[config.mk]
export PLATFORM = sky130hd
export DESIGN_NAME = pipe_stage_reg
export DESIGN_NICKNAME = d
export VERILOG_FILES = /design/src/rtl/pipe_pkg.sv /design/src/rtl/pipe_slot.sv /design/src/rtl/pipe_stage_reg.sv
export SDC_FILE = /design/constraint.sdc
export NUM_CORES = 1
export LEC_CHECK = 0
export ABC_AREA = 0
export BUFFER_PORTS_ARGS = -buffer_cell sky130_fd_sc_hd__clkbuf_2
export CORE_UTILIZATION = 45
export CTS_BUF_LIST = sky130_fd_sc_hd__clkbuf_8
export DETAILED_ROUTE_END_ITERATION = 16
export GPL_TIMING_DRIVEN = 0
export PLACE_DENSITY = 0.77
export SETUP_SLACK_MARGIN = 0.3
export SYNTH_ARGS = -nofsm -noshare
export SYNTH_HDL_FRONTEND = slang
export SYNTH_SLANG_ARGS = --single-unit
export TNS_END_PERCENT = 10
[constraint.sdc]
create_clock -name clock -period 3.9 [get_ports clock]
set_input_delay 0.195 -clock clock [delete_from_list [all_inputs] [get_ports clock]]
set_output_delay 0.195 -clock clock [all_outputs]
set_load 0.1 [all_outputs]
[src/rtl/pipe_pkg.sv]
// Shared pipeline constants: default payload widths per stage boundary and
// the width of the low control field that must read zero on a bubble.
package pipe_pkg;

  localparam int IF_ID_W    = 64;
  localparam int ID_EX_W    = 104;
  localparam int EX_MEM_W   = 80;
  localparam int MEM_WB_W   = 72;
  localparam int DEF_CTRL_W = 8;

  // Occupancy update for one edge: a simultaneous push and pop leaves it unchanged.
  function automatic logic [1:0] level_step(input logic [1:0] lvl,
                                            input logic       push,
                                            input logic       pop);
    logic [1:0] nxt;
    nxt = lvl;
    if (push && !pop) begin
      nxt = lvl + 2'd1;
    end else if (pop && !push) begin
      nxt = lvl - 2'd1;
    end
    return nxt;
  endfunction

endpackage

[src/rtl/pipe_slot.sv]
// One pipeline entry: a payload register plus its valid bit.
// Clear beats load so a flush always wins over a same-cycle write.
module pipe_slot #(
  parameter int WIDTH = 104
) (
  input  logic             i_clk,
  input  logic             i_rst_n,
  input  logic             i_load,
  input  logic             i_clear,
  input  logic [WIDTH-1:0] i_data,
  output logic             o_valid,
  output logic [WIDTH-1:0] o_data
);

  logic             r_valid;
  logic [WIDTH-1:0] r_data;

  always_ff @(posedge i_clk or negedge i_rst_n) begin
    if (!i_rst_n) begin
      r_valid <= 1'b0;
      r_data  <= '0;
    end else if (i_clear) begin
      r_valid <= 1'b0;
    end else if (i_load) begin
      r_valid <= 1'b1;
      r_data  <= i_data;
    end
  end

  assign o_valid = r_valid;
  assign o_data  = r_data;

endmodule

[src/rtl/pipe_stage_reg.sv]
// Pipeline boundary register with valid/ready handshake, stall and flush.
// SKID=1 adds a second entry so in_ready is driven only from flops.
module pipe_stage_reg
  import pipe_pkg::*;
#(
  parameter int WIDTH  = ID_EX_W,
  parameter int CTRL_W = DEF_CTRL_W,
  parameter int SKID   = 0
) (
  input  logic             clock,
  input  logic             reset,
  input  logic             in_valid,
  output logic             in_ready,
  input  logic [WIDTH-1:0] in_data,
  output logic             out_valid,
  input  logic             out_ready,
  output logic [WIDTH-1:0] out_data,
  input  logic             stall,
  input  logic             flush,
  output logic [1:0]       level
);

  // Handshake: a transfer happens on a rising edge where valid && ready on that side.
  logic             w_push;
  logic             w_pop;
  logic             w_main_valid;
  logic [WIDTH-1:0] w_main_data;
  logic             w_main_load;
  logic             w_main_clear;
  logic [WIDTH-1:0] w_main_d;

  assign w_push = in_valid && in_ready;
  assign w_pop  = w_main_valid && out_ready;

  pipe_slot #(.WIDTH(WIDTH)) u_main (
    .i_clk   (clock),
    .i_rst_n (reset),
    .i_load  (w_main_load),
    .i_clear (w_main_clear),
    .i_data  (w_main_d),
    .o_valid (w_main_valid),
    .o_data  (w_main_data)
  );

  generate
    if (SKID == 0) begin : g_single
      assign in_ready     = !stall && !flush && (!w_main_valid || out_ready);
      assign w_main_load  = w_push;
      assign w_main_d     = in_data;
      assign w_main_clear = flush || (w_pop && !w_push);
      assign level        = {1'b0, w_main_valid};
    end else begin : g_skid
      logic             w_skid_valid;
      logic [WIDTH-1:0] w_skid_data;
      logic             w_skid_load;
      logic             w_skid_clear;
      logic [1:0]       r_level;

      assign in_ready = !stall && !flush && !w_skid_valid;

      // Main refills from skid first (older), otherwise from the input.
      assign w_main_load  = !flush && ((w_push && (!w_main_valid || w_pop)) ||
                                       (w_pop && w_skid_valid));
      assign w_main_d     = w_skid_valid ? w_skid_data : in_data;
      assign w_main_clear = flush || (w_pop && !w_main_load);
      assign w_skid_load  = w_push && w_main_valid && !w_pop;
      assign w_skid_clear = flush || (w_pop && w_skid_valid);

      pipe_slot #(.WIDTH(WIDTH)) u_skid (
        .i_clk   (clock),
        .i_rst_n (reset),
        .i_load  (w_skid_load),
        .i_clear (w_skid_clear),
        .i_data  (in_data),
        .o_valid (w_skid_valid),
        .o_data  (w_skid_data)
      );

      always_ff @(posedge clock or negedge reset) begin
        if (!reset) begin
          r_level <= 2'd0;
        end else if (flush) begin
          r_level <= 2'd0;
        end else begin
          r_level <= level_step(r_level, w_push, w_pop);
        end
      end

      assign level = r_level;
    end
  endgenerate

  // A bubble must not carry control side effects downstream.
  always_comb begin
    out_data = w_main_data;
    if (!w_main_valid) begin
      out_data[CTRL_W-1:0] = '0;
    end
  end

  assign out_valid = w_main_valid;

endmodule

## Word level (Yosys, flattened, before mapping)

Cells that the tools add are included.

- Muxes and demuxes: 3
- Bitwise gates (word level): 1
- Reductions and logical operators: 13

Operator list:

| operator | count |
|---|---|
| $mux W8 | 1 |
| $logic_and A1 B1 Y1 | 5 |
| $logic_not A1 Y1 | 4 |
| $logic_or A1 B1 Y1 | 2 |
| $mux W1 | 2 |
| $reduce_and A2 Y1 | 1 |
| $reduce_bool A2 Y1 | 1 |
| $not A1 Y1 | 1 |

- Flip-flop bits (word level): 105
- Input port bits: 110
- Logic and storage cells: 19

## Logic depth before layout (Yosys ltp)

- Depth after elaboration: 9
- Gate-level depth with buffers: 5

## Hierarchy

A second synthesis with hierarchy kept.

- Cell total of the unflattened synthesis: 242
- Area, all modules: 4315.4 um^2

By module, submodules not included:

| module | instances | cells an instance | area each (um^2) |
|---|---|---|---|
| pipe_slot | 1 | 224 | 4179.0 |
| pipe_stage_reg | 1 | 18 | 136.4 |

## Least setup slack after synthesis

Ideal clock, no wire load.

- Kind: register -> output
- Start point: register u_main.r_valid (netlist: u_main.o_valid)
- End point: output out_data[0]
- Arrival time: 1.880 ns
- Setup slack: 1.825 ns
- Cell stages (with the launch flop): 2
- Cell sequence: dfrtp_1 and2_1

- Cells in the longest elaborated chain, start to end: 1

RTL lines:

| what | RTL line | RTL |
|---|---|---|
| start: declaration | pipe_slot.sv:15 | `logic r_valid;` |
| start signal: assignment | pipe_slot.sv:20 | `r_valid <= 1'b0;` |
| start signal: assignment | pipe_slot.sv:23 | `r_valid <= 1'b0;` |
| start signal: assignment | pipe_slot.sv:25 | `r_valid <= 1'b1;` |
| $mux W8 | pipe_stage_reg.sv:96 | `if (!w_main_valid) begin` |
| end: declaration | pipe_stage_reg.sv:17 | `output logic [WIDTH-1:0] out_data,` |

No other way between the ends.

## Worst setup path in the final report

- Start point: register u_main.r_valid (netlist: u_main.o_valid)
- End point: output in_ready

- Cells in the longest elaborated chain, start to end: 3

RTL lines:

| what | RTL line | RTL |
|---|---|---|
| $logic_not A1 Y1 | n/a |  |
| $logic_or A1 B1 Y1 | pipe_stage_reg.sv:47 | `assign in_ready = !stall && !flush && (!w_main_valid \|\| out_ready);` |
| $logic_and A1 B1 Y1 | pipe_stage_reg.sv:47 |  |
| end: declaration | pipe_stage_reg.sv:13 | `output logic in_ready,` |

No other way between the ends.

==> flow_metrics.py <==
metrics = {
    "yosys": {
        "synth_area_sq_um": 4920,
        "synth_fa_ha_area_share_pct": 0,
        "synth-simple-area-share_pct": 1.60,
        "yosys.cell_types.count": 13,
        "synth_compound_area_share_pct": 0.102,
        "synthArstFlopShare_pct": 100,
        "yosysWarnings": 0,
        "synth-main-ff-cell": "dfrtp_1",
        "synth_top_family_by_area": "multiplexers",
        "ys_seq_area_share_pct": 53.4,
        "synth_nets": 442,
        "synth_mux_area_share_pct": 27.6,
        "ys_top_cells_by_count": "dfrtp_1, buf_4, mux2_2",
        "synth_top_cell_area_share_pct": 53.4,
        "postSynthCellCount": 332,
        "synth_xor_area_share_pct": 0,
        "yosysTopAreaCell": "dfrtp_1",
        "synth.avg_cell_area_sq_um": 14.8,
        "synth_edf_count": 0,
        "ys_ff_latch": 105,
        "synthTopCellsByArea": "dfrtp_1, buf_4, mux2_4",
        "synth_most_common_cell": "dfrtp_1",
    },
    "drt": {
        "vias": 3067,
        "drc": 0,
        "routed_via_density": 4.36,
        "wl_um": 9510,
        "postRouteAntennaNets": 0,
        "wl_per_cell_um": 13.5,
        "dr.pass1.iters": 4,
        "drt_iter0_markers": 72,
    },
    "placed_design": {
        "place_inst": 685,
        "hpwl_um": 7360,
        "place_area_sq_um": 6200,
        "numPortBuffers": 216,
        "gp_congestion": 0.762,
    },
    "floorplanning": {
        "die_area_sq_um": 11300,
        "initial_core_util_pct": 47.0,
        "dieHeight_um": 107,
        "die_w_um": 107,
        "ioPinCount": 218,
        "fp-row-count": 37,
        "core_area_sq_um": 10500,
    },
    "global_route": {
        "grt_pass1_wl_um": 15100,
        "grt_use_total_pct": 17.3,
        "grt_max_degree": 67,
        "grtUsageMet2_pct": 28.2,
        "grt-busiest-layer": "met2",
        "grt_antenna_before_repair": 0,
        "grt_pass1_vias": 3074,
        "overflow": 0,
        "use_met3_pct": 3.80,
        "grt_use_met1_pct": 22.2,
    },
    "clocking": {
        "cts_htree_levels": 3,
        "cts_tree": "built",
        "path_clk_slew_ns": 0.10,
        "post_cts_resize_count": 0,
        "clock-sinks": 105,
        "cts_buffers": 9,
        "cts_buffer_depth": 2,
        "worstSkewPairLatency_ns": 0.35,
        "cts_root_buf": "clkbuf_8",
    },
    "setup_path": {
        "critPathArrivalTime_ns": 1.61,
        "crit_type": "register to primary output",
        "end_kind": "primary output",
        "worstPathRequired_ns": 3.70,
        "crit_fanout": 11,
        "cp-start-kind": "register",
    },
    "flow_run": {
        "drv_cap": 0,
    },
    "layout": {
        "syn2layout_area_growth_pct": 30.9,
        "fillerInstances": 854,
        "drive_gt1_share_pct": 78.8,
        "n_antenna_cell": 0,
        "final_cell_count_no_fill": 703,
        "fin_nets": 672,
        "final_cell_area_sq_um": 6430,
    },
    "sta": {
        "slew_violations": 0,
        "period_share_pct": 46.2,
        "totalNegativeSetupSlack_ns": 0,
        "rsz0062_at_grt": "false",
        "finalHoldViolations": 0,
        "setup_viol": 0,
        "hold_ws_ns": 0.0582,
        "tightest_slew_ns": 0.574,
        "skew_ns": 0.00784,
        "fmax_ghz": 0.555,
        "maxSlewHeadroom_pct": 61.7,
        "fin_crit_ns": 1.80,
    },
    "power": {
        "ir_drop_v": 0.000341,
        "p_per_area_nw_per_um2": 699,
        "p_leak_nw": 3.55,
        "p_total_mw": 4.50,
    },
    "worst_hold_path": {
        "min_path_type": "input pin to register",
    },
    "run_status": {
        "status": "completed",
    },
}
[worst max-delay path, cell delays in order (launching register included)]
cell	delay, ns
dfrtp_1	0.53
nand2b_2	0.16
and2_1	0.12
clkbuf_2	0.44
[metrics by stage]
step / utilization [%] / worst slack, ns
6_report: 61.5 / 2.10
5_1_grt: 61.5 / 2.02
4_1_cts: 61.5 / 2.08
3_5_place_dp: 59.2 / 2.18
3_3_place_gp: 59.0 / 1.27
2_1_floorplan: - / 1.83
[path summary, 6_finish.rpt]
check	slack (ns)	startpoint	cells after the start	to
min in group asynchronous	0.40	reset	2	u_main.o_data[73]
worst max register to register	2.18	u_main.o_valid	5	u_main.o_data[62]
worst max-delay path	2.10	u_main.o_valid	3	in_ready
worst min register to register	0.51	u_main.o_data[2]	1	u_main.o_data[2]
worst min-delay path	0.06	in_data[39]	2	u_main.o_data[39]
max in group asynchronous	2.79	reset	3	u_main.o_data[100]
[kinds of logic (layout without fill, tap and decap cells)]
kind of cell | Yosys count | count (layout)
other | 1 | 1
AOI/OAI and AO/OA | 1 | 1
buffers and inverters | 109 | 344
and+or+nand+nor | 12 | 12
muxes | 104 | 104
DFF | 105 | 105
[cell type report]
type                       instances  area, sq um  area share, %
sequential                       105         2630           40.8
clock inverter                     4         51.3          0.797
clock buffer                      12          165           2.57
tap                              136          170           2.64
buffer                           109          847           13.2
multi-input combinational        118         1440           22.4
timing repair buffer             219         1130           17.6
[power by group]
group	switching, mW	total (mW)	internal [mW]
clock network	0.360	0.710	0.350
logic	1.75	2.38	0.622
registers	0.113	1.41	1.30
[cell usage in the layout, fill, tap and decap left out]
cell and instances:
clkbuf_2 215, dfrtp_1 105, buf_4 98, mux2_2 55
mux2_4 49, clkbuf_8 12, and2_1 9, buf_8 5
buf_2 5, clkinv_4 2, dlygate4sd3_1 2, nand2b_2 1
nor2_1 1, nand3_2 1, buf_6 1, a21oi_1 1
conb_1 1, bufinv_16 1, inv_1 1, clkbuf_4 1
buf_16 1
[routing by layer]
layer  share of wire, %  wire, um
met5                  0         0
met4                2.0       193
met3                6.8       644
met2                 48      4570
met1                 43      4100
[registers in the layout, summed over array words and instances (netlist names)]
name            cells
u_main.o_data     104
u_main.o_valid      1
[repair_timing]
action / in CTS / in global routing
endpoints found under the hold margin: 40 / 0
buffers inserted: 0 / 0
hold buffers: 2 / 0
No activity file was read; power rests on OpenSTA's default activity.
